<file path="config.mk">
export PLATFORM = sky130hd
export DESIGN_NAME = alu_instr_encoder_flat
export DESIGN_NICKNAME = d
export VERILOG_FILES = /design/src/rtl/alu_instr_encoder_if.sv /design/src/rtl/alu_instr_encoder.sv /design/src/flat_wrapper.sv
export SDC_FILE = /design/constraint.sdc
export NUM_CORES = 1
export LEC_CHECK = 0
export CORE_MARGIN = 1
export CORE_UTILIZATION = 45
export CTS_CLUSTER_SIZE = 12
export DETAILED_ROUTE_END_ITERATION = 8
export PLACE_DENSITY = 0.79
export SETUP_SLACK_MARGIN = 0.3
export SLEW_MARGIN = 25
export SYNTH_ARGS = -nofsm -noshare
export SYNTH_HDL_FRONTEND = slang
export SYNTH_SLANG_ARGS = --single-unit
</file>
<file path="constraint.sdc">
create_clock -name clk -period 2 [get_ports clk]
set_input_delay 0.4 -clock clk [delete_from_list [all_inputs] [get_ports clk]]
set_output_delay 0.4 -clock clk [all_outputs]
set_load 0.01 [all_outputs]
</file>
<file path="src/rtl/alu_instr_encoder_if.sv">
// Request / memory-write bus of the ALU instruction encoder.
// The master side issues requests and acknowledges writes; the slave side is the encoder.
interface alu_instr_encoder_if #(
    parameter int unsigned DEPTH = 64
);
    localparam int unsigned CW = $clog2(DEPTH + 1);

    logic          req_valid;
    logic          req_ready;
    logic [2:0]    req_alu_ctrl;
    logic          req_imm_form;
    logic [4:0]    req_rd;
    logic [4:0]    req_rs1;
    logic [4:0]    req_rs2;
    logic [11:0]   req_imm;
    logic          mem_we;
    logic [31:0]   mem_addr;
    logic [31:0]   mem_wdata;
    logic          mem_ack;
    logic          err_illegal;
    logic          full;
    logic [CW-1:0] count;
    logic          clear;

    modport master (
        output req_valid, req_alu_ctrl, req_imm_form, req_rd, req_rs1, req_rs2, req_imm,
        output mem_ack, clear,
        input  req_ready, mem_we, mem_addr, mem_wdata, err_illegal, full, count
    );

    modport slave (
        input  req_valid, req_alu_ctrl, req_imm_form, req_rd, req_rs1, req_rs2, req_imm,
        input  mem_ack, clear,
        output req_ready, mem_we, mem_addr, mem_wdata, err_illegal, full, count
    );
endinterface

</file>
<file path="src/rtl/alu_instr_encoder.sv">
// Encodes ALU requests into RV32I OP / OP-IMM words and writes them to consecutive
// word addresses starting at BASE_ADDR, until DEPTH words have been written.
module alu_instr_encoder #(
    parameter int unsigned DEPTH     = 64,
    parameter logic [31:0] BASE_ADDR = 32'h0
) (
    input logic               clk,
    input logic               rst,
    alu_instr_encoder_if.slave bus
);
    localparam int unsigned CW = $clog2(DEPTH + 1);

    typedef enum logic [1:0] {StIdle, StEncode, StWrite, StFull} state_t;

    state_t        state_q, state_d;
    logic [2:0]    ctrl_q;
    logic          form_q;
    logic [4:0]    rd_q, rs1_q, rs2_q;
    logic [11:0]   imm_q;
    logic [CW-1:0] count_q, count_d;
    logic          we_q, we_d;
    logic [31:0]   addr_q, addr_d;
    logic [31:0]   wdata_q, wdata_d;
    logic          err_q, err_d;
    logic          accept;

    logic [2:0]    funct3;
    logic [6:0]    funct7;
    logic          illegal;
    logic [31:0]   word;

    // Decode the captured request into funct fields, legality and the encoded word.
    always_comb begin
        funct3  = 3'b000;
        funct7  = 7'b0000000;
        illegal = 1'b0;
        case (ctrl_q)
            3'b000:  funct3 = 3'b000;
            3'b001: begin
                funct3 = 3'b000;
                funct7 = 7'b0100000;
            end
            3'b010:  funct3 = 3'b111;
            3'b011:  funct3 = 3'b110;
            3'b101:  funct3 = 3'b010;
            default: illegal = 1'b1;
        endcase
        // There is no subtract-immediate in RV32I.
        if (ctrl_q == 3'b001 && form_q) begin
            illegal = 1'b1;
        end
        if (form_q) begin
            word = {imm_q, rs1_q, funct3, rd_q, 7'b0010011};
        end else begin
            word = {funct7, rs2_q, rs1_q, funct3, rd_q, 7'b0110011};
        end
    end

    // Next-state and registered-output logic.
    always_comb begin
        state_d = state_q;
        count_d = count_q;
        we_d    = we_q;
        addr_d  = addr_q;
        wdata_d = wdata_q;
        err_d   = 1'b0;
        accept  = 1'b0;
        unique case (state_q)
            StIdle: begin
                if (bus.clear) begin
                    count_d = '0;
                end
                if (bus.req_valid) begin
                    accept  = 1'b1;
                    state_d = StEncode;
                end
            end
            StEncode: begin
                if (illegal) begin
                    err_d   = 1'b1;
                    state_d = StIdle;
                end else begin
                    we_d    = 1'b1;
                    addr_d  = BASE_ADDR + (32'(count_q) << 2);
                    wdata_d = word;
                    state_d = StWrite;
                end
            end
            StWrite: begin
                // clear is deliberately ignored here so the in-flight write completes.
                if (bus.mem_ack) begin
                    we_d    = 1'b0;
                    count_d = count_q + CW'(1);
                    state_d = (32'(count_q) + 32'd1 == DEPTH) ? StFull : StIdle;
                end
            end
            StFull: begin
                if (bus.clear) begin
                    count_d = '0;
                    state_d = StIdle;
                end
            end
            default: state_d = StIdle;
        endcase
    end

    // State and datapath registers; reset overrides clear and any request.
    always_ff @(posedge clk) begin
        if (rst) begin
            state_q <= StIdle;
            count_q <= '0;
            we_q    <= 1'b0;
            addr_q  <= BASE_ADDR;
            wdata_q <= 32'h0;
            err_q   <= 1'b0;
            ctrl_q  <= 3'b000;
            form_q  <= 1'b0;
            rd_q    <= 5'd0;
            rs1_q   <= 5'd0;
            rs2_q   <= 5'd0;
            imm_q   <= 12'd0;
        end else begin
            state_q <= state_d;
            count_q <= count_d;
            we_q    <= we_d;
            addr_q  <= addr_d;
            wdata_q <= wdata_d;
            err_q   <= err_d;
            if (accept) begin
                ctrl_q <= bus.req_alu_ctrl;
                form_q <= bus.req_imm_form;
                rd_q   <= bus.req_rd;
                rs1_q  <= bus.req_rs1;
                rs2_q  <= bus.req_rs2;
                imm_q  <= bus.req_imm;
            end
        end
    end

    assign bus.req_ready   = (state_q == StIdle);
    assign bus.full        = (state_q == StFull);
    assign bus.count       = count_q;
    assign bus.mem_we      = we_q;
    assign bus.mem_addr    = addr_q;
    assign bus.mem_wdata   = wdata_q;
    assign bus.err_illegal = err_q;
endmodule
</file>
<file path="src/flat_wrapper.sv">
// flat-port wrapper written by rule: the top's interface ports become plain ports
module alu_instr_encoder_flat 
#(
    parameter int unsigned DEPTH     = 64,
    parameter logic [31:0] BASE_ADDR = 32'h0
)
  (clk, rst, bus_req_valid, bus_req_alu_ctrl, bus_req_imm_form, bus_req_rd, bus_req_rs1, bus_req_rs2, bus_req_imm, bus_mem_ack, bus_clear, bus_req_ready, bus_mem_we, bus_mem_addr, bus_mem_wdata, bus_err_illegal, bus_full, bus_count);
  alu_instr_encoder_if #(.DEPTH(DEPTH)) bus_i ();
  input logic clk;
  input logic rst;
  input wire logic [$bits(bus_i.req_valid)-1:0] bus_req_valid;
  input wire logic [$bits(bus_i.req_alu_ctrl)-1:0] bus_req_alu_ctrl;
  input wire logic [$bits(bus_i.req_imm_form)-1:0] bus_req_imm_form;
  input wire logic [$bits(bus_i.req_rd)-1:0] bus_req_rd;
  input wire logic [$bits(bus_i.req_rs1)-1:0] bus_req_rs1;
  input wire logic [$bits(bus_i.req_rs2)-1:0] bus_req_rs2;
  input wire logic [$bits(bus_i.req_imm)-1:0] bus_req_imm;
  input wire logic [$bits(bus_i.mem_ack)-1:0] bus_mem_ack;
  input wire logic [$bits(bus_i.clear)-1:0] bus_clear;
  output wire logic [$bits(bus_i.req_ready)-1:0] bus_req_ready;
  output wire logic [$bits(bus_i.mem_we)-1:0] bus_mem_we;
  output wire logic [$bits(bus_i.mem_addr)-1:0] bus_mem_addr;
  output wire logic [$bits(bus_i.mem_wdata)-1:0] bus_mem_wdata;
  output wire logic [$bits(bus_i.err_illegal)-1:0] bus_err_illegal;
  output wire logic [$bits(bus_i.full)-1:0] bus_full;
  output wire logic [$bits(bus_i.count)-1:0] bus_count;
  assign bus_i.req_valid = bus_req_valid;
  assign bus_i.req_alu_ctrl = bus_req_alu_ctrl;
  assign bus_i.req_imm_form = bus_req_imm_form;
  assign bus_i.req_rd = bus_req_rd;
  assign bus_i.req_rs1 = bus_req_rs1;
  assign bus_i.req_rs2 = bus_req_rs2;
  assign bus_i.req_imm = bus_req_imm;
  assign bus_i.mem_ack = bus_mem_ack;
  assign bus_i.clear = bus_clear;
  assign bus_req_ready = bus_i.req_ready;
  assign bus_mem_we = bus_i.mem_we;
  assign bus_mem_addr = bus_i.mem_addr;
  assign bus_mem_wdata = bus_i.mem_wdata;
  assign bus_err_illegal = bus_i.err_illegal;
  assign bus_full = bus_i.full;
  assign bus_count = bus_i.count;
  alu_instr_encoder #(.DEPTH(DEPTH), .BASE_ADDR(BASE_ADDR)) u_core (.clk(clk), .rst(rst), .bus(bus_i));
endmodule
</file>
# Word level (Yosys, flattened, before mapping)
# Index checks and enable logic that the tools add are counted.
[word_totals]
reg_bits = 81
in_bits = 36
out_inout_bits = 75
elab_cells = 61
[classes]
add_sub_neg = 2
eq_ne = 13
muxes = 20
bitwise_logic = 2
n_reduce_logical = 12
[ops]
columns = ["operator", "n"]
rows = [
  ["equality test 32 x 7 -> 1 bit, second input constant", 1],
  ["two-way mux 32 bit", 1],
  ["two-way mux 7 bit", 2],
  ["one-hot mux 7 bit (2 select lines)", 1],
  ["two-way mux 2 bit", 5],
  ["one-hot mux 3 bit (3 select lines)", 1],
  ["AND reduction 3 bit", 3],
  ["adder 7 x 1 -> 8 bit, second input constant", 1],
  ["inequality test 2 bit, second input constant", 4],
  ["one-hot mux 2 bit (4 select lines)", 1],
  ["adder 7 x 1 -> 7 bit, second input constant", 1],
  ["two-way mux 1 bit", 7],
  ["equality test 3 x 2 -> 1 bit, second input constant", 2],
  ["two-way mux 6 bit", 1],
  ["OR reduction 5 bit", 1],
  ["equality test 2 bit, second input constant", 2],
  ["nonzero test 2 bit", 2],
  ["OR reduction 2 bit", 2],
  ["equality test 3 x 1 -> 1 bit, second input constant", 1],
  ["equality test 3 bit, second input constant", 1],
  ["logical NOT 3 bit", 1],
  ["equality test 2 x 1 -> 1 bit, second input constant", 1],
  ["logical NOT 2 bit", 1],
  ["inequality test 2 x 1 -> 1 bit, second input constant", 1],
  ["4 further kinds", 5],
]

# Longest topological paths before layout
# Gate-level depths: netlist of the first run.
[logic_depth]
word_depth = 6
depth_mapped = 8
mapped_depth_nobuf = 6

# Worst setup path after synthesis of the first run
# No wires, ideal clock.
[synth_path]
path_type = "register to register"
start = "register u_core.count_q[0], in the netlist u_core.bus.count[0]"
end = "register u_core.state_q[0]"
setup_ns = 0.086
arrival_time_ns = 1.535
slack_ns = 0.379
path_stages_with_launch = 6
n_path_buf = 0
synth_period_minus_slack_ns = 1.621
cell_sequence = "dfxtp_1 > ha_1 > nand2_1 > or4_1 > o31a_1 > a221oi_2"
[synth_between]
elab_chain_cells = 5
[synth_rtl]
columns = ["item", "line", "text"]
rows = [
  ["from (decl)", "alu_instr_encoder.sv:20", "logic [CW-1:0] count_q, count_d;"],
  ["from (signal assigned)", "alu_instr_encoder.sv:124", "count_q <= count_d;"],
  ["adder 7 x 1 -> 8 bit", "alu_instr_encoder.sv:94", "state_d = (32'(count_q) + 32'd1 == DEPTH) ? StFull : StIdle;"],
  ["equality test 32 x 7 -> 1 bit", "alu_instr_encoder.sv:94", ""],
  ["two-way mux 2 bit", "alu_instr_encoder.sv:94", ""],
  ["two-way mux 2 bit", "alu_instr_encoder.sv:91", "if (bus.mem_ack) begin"],
  ["one-hot mux 2 bit (4 select lines)", "alu_instr_encoder.sv:68", "unique case (state_q)"],
  ["to (signal assigned)", "alu_instr_encoder.sv:110", "state_q <= StIdle;"],
  ["to (signal assigned)", "alu_instr_encoder.sv:123", "state_q <= state_d;"],
  ["to (decl)", "alu_instr_encoder.sv:15", "state_t state_q, state_d;"],
]
# No other way between the ends. The select of a mux whose other input is x is not followed.
# A chain may end at the register's enable or synchronous reset.

# Final worst setup path of the first run
[layout_path]
start = "register u_core.count_q[6], in the netlist u_core.bus.count[6]"
end = "output port bus_count[6]"
[layout_rtl]
columns = ["item", "line", "text"]
rows = [
  ["to (decl)", "flat_wrapper.sv:26", "output wire logic [$bits(bus_i.count)-1:0] bus_count;"],
]
# No word-level cell between the ends.

==> results of run 1 <==
-- report_power, final --
group          total [uW]  switching, uW  internal [uW]  leakage, uW
Sequential           1700           72.7           1620     0.000624
Combinational         838            452            386     0.000941
Clock                1150            536            610     0.000100
-- through the flow --
stage,hold slack [ns],util,instances,cell area (um^2),setup slack (ns)
5_1_grt,0.462,0.632,588,4370,0.294
6_report,0.445,0.632,588,4370,0.338
4_1_cts,0.417,0.621,585,4290,0.307
3_5_place_dp,0.444,0.589,569,4070,0.140
3_3_place_gp,0.437,0.589,569,4070,0.164
2_1_floorplan,0.432,-,434,3380,0.379
-- per-layer routing --
layer	vias up	wire, um
li1	1457	-
met1	1361	3300
met2	101	3850
met3	9	458
met4	0	131
met5	-	0
-- sequential cells by signal, indices dropped and copies added (netlist names) --
register,cells
u_core.bus.err_illegal,1
u_core.bus.mem_addr,7
u_core.bus.mem_wdata,27
u_core.rd_q,5
u_core.state_q,2
u_core.rs2_q,5
u_core.ctrl_q,3
u_core.rs1_q,5
u_core.bus.mem_we,1
u_core.bus.count,7
u_core.imm_q,12
u_core.form_q,1
-- repair_timing --
action | in CTS | in global routing
endpoints found under the setup margin | 11 | 32
gates resized for setup | 20 | 17
pin swaps | 0 | 3
gates cloned | 0 | 2
buffers inserted | 0 | 1
-- worst paths after layout --
| path | cells past startpoint | endpoint | startpoint |
|---|---|---|---|
| hold reg to reg | 2 | u_core.bus.mem_wdata[25]$_SDFFE_PP0P_ | u_core.bus.mem_wdata[25]$_SDFFE_PP0P_ |
| setup reg to reg | 8 | u_core.bus.mem_wdata[29]$_SDFFE_PP0P_ | u_core.state_q[1]$_SDFFE_PP0P_ |
| hold / removal | 4 | u_core.bus.mem_we$_SDFFE_PP0P_ | rst |
| setup / recovery | 1 | bus_count[6] | u_core.bus.count[6]$_SDFFE_PP0P_ |
-- worst reg2reg max path: stages, from the launching register on --
cell and delay [ns]:
dfxtp_4 0.36, inv_1 0.11, ha_2 0.22, inv_2 0.09, a211oi_4 0.22, buf_6 0.16
buf_6 0.15, nand3_1 0.08, a21oi_1 0.17
-- synth_stat cells, drive strengths merged (2+ instances only) --
master,instances
and2,3
nor3,2
nand2b,2
or3,2
o21ai,6
nand3b,2
dfxtp,76
nor2,17
clkbuf,13
a31oi,2
nand3,13
inv,7
ha,6
a211o,3
or4,3
a211oi,6
nor2b,3
a21oi,65
nor4,2
buf,43
and3,2
mux2i,6
nand2,111
-- kinds of logic after synthesis --
| group | share of synthesized area |
|---|---|
| AOI/OAI and AO/OA | 0.159 |
| DFF | 0.463 |
| adders and majority gates | 0.0229 |
| other | 0.00114 |
| buffers and inverters | 0.117 |
| muxes | 0.0183 |
| and+or+nand+nor | 0.218 |
-- area by class of cell --
cell class | instances | area [um^2] | share of cell area
Clock inverter | 4 | 48.8 | 0.0112
Multi-Input combinational cell | 295 | 1520 | 0.348
Inverter | 7 | 28.8 | 0.00659
Timing Repair Buffer | 98 | 968 | 0.222
Tap cell | 96 | 120 | 0.0275
Sequential cell | 76 | 1540 | 0.352
Clock buffer | 12 | 145 | 0.0332
==> flow_summary.yaml, run 1 <==
run_status:
  status: "finished, final reports clean"
clock_network:
  cts_tree: "yes"
  cts_max_level: 3
  clk_pin_slew_ns: 0.08
  cts_buffer_depth: 2
  clkSinkCount: 76
  cts-hold-fix-buffers: 0
  cts_buffers: 9
  cts-root-buf: "clkbuf_8"
  worstSkewPairLatency_ns: 0.33
routing:
  drt_iter0_drc: 169
  antenna_left: 0
  vias: 2928
  viasPerCell: 4.98
  drc: 0
  wl_mm: 7.74
  first_pass_iters: 4
  wl_per_cell_um: 13.2
timing:
  finalCriticalPeriod_ns: 1.66
  setup-tns-final_ns: 0
  finalHoldViolCount: 0
  finalMaxSlewViolations: 0
  max_freq_mhz: 602
  finalSetupViolations: 0
  final.setup_skew_ns: 0.0116
  period_share: 0.831
  rsz0062_at_grt: "yes"
critical_path:
  criticalPathCategory: "reg2out"
  regToRegSetupSlack_ns: 0.38
  startpoint_type: "flip-flop"
  crit_required_ns: 1.60
  critical_path_buf_inv_count: 1
  slowest_delay_ns: 0.55
  critical_path.cell_chain: "clkdlybuf4s50_1"
  slowest_stage: "clkdlybuf4s50_1"
  critPathTopFamily: "buffers and inverters"
  arrival_ns: 1.26
  endpoint_kind: "output pin"
  crit_fanout: 6
synthesis:
  synthFlopType: "dfxtp_1"
  avgSynthCellArea_um2: 8.07
  async_flop_share: 0
  synth_top_area_share: 0.463
  yosys.area.top_type: "dfxtp_1"
  synth_cell_type_count: 39
  synth_area_um2: 3280
  yosysWarnings: 0
  ys_ff_latch: 76
  synth_enable_flop_cells: 0
  netlist_top_cells_area: "dfxtp_1 46%, nand2_1 13%, a21oi_1 9.9%"
  postSynthCellCount: 407
  yosysSeqAreaShare: 0.463
layout:
  nets: 529
  diodes: 0
  final_cell_mix: "111 x nand2_1, 73 x clkdlybuf4s50_1, 66 x dfxtp_1, 65 x a21oi_1, 28 x conb_1"
  nFillCells: 604
  final_common_cell: "nand2_1"
  drive_gt1_frac: 0.104
  synthToLayoutAreaGrowth_pct: 33.0
die:
  io_pins: 111
  dieHeight_um: 87.4
  core-area_um2: 6910
  die_w_um: 87.4
  rows: 30
  initial_core_util: 0.475
  dieArea_um2: 7640
power_and_ir_drop:
  powerDensity_nw_per_um2: 843
  power_uw: 3680
  irDropWorstVdd_mv: 0.537
  p_leak_uw: 0.00167
grt:
  use_met2: 0.353
  overflow: 0
  met3_usage: 0.0408
  grt_pass1_wl_mm: 12.1
  grt_start_max_net_pins: 44
  grt_busiest_layer: "met2"
  grt_pass1_vias: 2634
  use_met1: 0.249
  antenna_found_initial: 0
  grt_usage: 0.205
flow_run:
  max_cap_viol_count: 0
placed_design:
  port_buffers: 82
  dpl.hpwl_mm: 5.23
  place_congestion: 0.798
min_path:
  hold_path.class: "in2reg"
Power figures use the tool's default switching activity.
==> inputs of run 2 (changes only) <==
==> constraint.sdc (replaced) <==
create_clock -name clk -period 1.7 [get_ports clk]
set_input_delay 0.34 -clock clk [delete_from_list [all_inputs] [get_ports clk]]
set_output_delay 0.34 -clock clk [all_outputs]
set_load 0.01 [all_outputs]
==> run 2 against run 1 <==
Clock skew is 0.0014 ns higher. Final cell count is 3.4% higher. Utilization is 11 points higher.
==> flow_summary.yaml, run 2 (synthesis gave the netlist of run 1 again) <==
clock_network:
  clk_pin_slew_ns: 0.07
  cts_buffers: 9
  cts_tree: "yes"
  clkSinkCount: 76
  cts_max_level: 3
  cts-hold-fix-buffers: 0
  worstSkewPairLatency_ns: 0.35
  cts-root-buf: "clkbuf_8"
  cts_buffer_depth: 2
critical_path:
  r2r_start: "u_core.state_q[1]$_SDFFE_PP0P_"
  slowest_delay_ns: 0.39
  crit_required_ns: 1.91
  criticalPathCategory: "reg2reg"
  crit_path_end: "u_core.bus.count[5]$_SDFFE_PP0P_"
  startpoint_type: "flip-flop"
  endpoint_kind: "flip-flop"
  critical_path.cell_chain: "inv_4, ha_4, nor2_4, a211o_4, o21ai_0, a21oi_1"
  reg2regPathDepth: 6
  slowest_stage: "dfxtp_4"
  arrival_ns: 1.83
  crit_fanout: 7
  regToRegSetupSlack_ns: 0.09
  startpoint: "u_core.state_q[1]$_SDFFE_PP0P_"
  rr_endpoint: "u_core.bus.count[5]$_SDFFE_PP0P_"
power_and_ir_drop:
  powerDensity_nw_per_um2: 948
  p_seq_frac: 0.417
  power_uw: 4840
  p_int_uw: 3300
  irDropWorstVdd_mv: 0.585
  p_comb_frac: 0.304
  p_leak_uw: 0.00215
  switching_share: 0.319
  clkPwrFrac: 0.278
  p_sw_uw: 1550
grt:
  grt_pass1_wl_mm: 14.5
  overflow: 0
  grt_usage: 0.249
  grt_start_max_net_pins: 62
  grt_pass1_vias: 3054
  antenna_found_initial: 0
placed_design:
  dp_cells: 568
  dpl.hpwl_mm: 5.31
  port_buffers: 82
  pre_cts_slack_ns: -0.0829
  place_congestion: 0.816
  dpl-instance-area_um2: 4150
layout:
  largest_register_ffs: 27
  fin_util: 0.740
  drive_gt1_frac: 0.330
  final_area_um2: 5110
  stdcell_count: 608
  diodes: 0
  final_common_cell: "nand2_1"
  synthToLayoutAreaGrowth_pct: 55.7
  final_cell_mix: "80 x nand2_1, 61 x dfxtp_1, 42 x a21oi_1, 40 x dlygate4sd2_1, 34 x clkdlybuf4s50_1"
  nets: 549
routing:
  antenna_left: 0
  vias: 3151
  wl_mm: 9.66
  drt_iter0_drc: 95
  first_pass_iters: 4
  drc: 0
  wl_per_cell_um: 15.9
  viasPerCell: 5.18
die:
  core-area_um2: 6910
  io_pins: 111
  initial_core_util: 0.475
  dieArea_um2: 7640
  rows: 30
  die_w_um: 87.4
  dieHeight_um: 87.4
flow_run:
  max_cap_viol_count: 0
timing:
  finalMaxSlewViolations: 0
  finalSetupViolations: 0
  setup_slack_ns: 0.0888
  period_share: 0.948
  max_freq_mhz: 621
  finalCriticalPeriod_ns: 1.61
  rsz0062_at_grt: "yes"
  final.setup_skew_ns: 0.0130
  finalHoldViolCount: 0
min_path:
  hold_path.class: "in2reg"
  hold_path_depth: 2
run_status:
  status: "finished, final reports clean"
[run 2: stage by stage]
stage | TNS (ns) | hold WS [ns]
after floorplan | 0 | 0.432
after global placement | -0.0351 | 0.435
after detailed placement | -0.406 | 0.442
after CTS | 0 | 0.398
after global routing | 0 | 0.411
final | 0 | 0.416
[run 2: final cells by class]
class | count | area (um^2)
inverter | 7 | 38.8
timing repair buffer | 118 | 1230
clock inverter | 7 | 67.6
tap | 96 | 120
fill | 511 | 1790
multi-input combinational | 295 | 1970
sequential | 76 | 1560
clock buffer | 9 | 124
[run 2: worst max-delay path, delay by kind of cell, from the launching register on]
family / cells / cell delay [ns]
simple gates: 1 / 0.04
compound gates: 3 / 0.69
buf+inv: 1 / 0.05
flops: 1 / 0.39
fa+ha+maj: 1 / 0.31
[run 2: power by group through the flow]
stage          Clock [uW]  Sequential (uW)  Combinational, uW
6_report             1350             2020               1470
5_1_grt              1470             2040               1570
4_1_cts              1370             2000               1250
3_5_place_dp            0             2030                949
3_3_place_gp            0             2020                934
2_1_floorplan           0             2040                617
[run 2: worst min-delay path by stage]
stage                                 startpoint                                     to  slack [ns]
global route                                 rst       u_core.bus.count[0]$_SDFFE_PP0P_        0.41
floorplan            u_core.rd_q[3]$_SDFFE_PP0P_  u_core.bus.mem_wdata[10]$_SDFFE_PP0P_        0.43
CTS                                          rst       u_core.bus.count[0]$_SDFFE_PP0P_        0.40
finish                                       rst       u_core.bus.count[0]$_SDFFE_PP0P_        0.42
global placement    u_core.rs1_q[0]$_SDFFE_PP0P_  u_core.bus.mem_wdata[15]$_SDFFE_PP0P_        0.44
detailed placement   u_core.rd_q[4]$_SDFFE_PP0P_  u_core.bus.mem_wdata[11]$_SDFFE_PP0P_        0.44
[run 2: what timing repair did]
action,CTS,global route
buffers inserted,16,3
setup endpoints to repair,90,54
pin swaps,49,35
gates resized for setup,134,92
gates cloned,3,2
endpoints found under the hold margin,0,0
[run 2: layer usage]
| layer | vias up | GRT usage | wire [um] |
|---|---|---|---|
| li1 | 1507 | - | - |
| met1 | 1506 | 0.298 | 3870 |
| met5 | - | 0 | 0 |
| met3 | 14 | 0.0569 | 643 |
| met2 | 124 | 0.429 | 5010 |
| met4 | 0 | 0.103 | 139 |
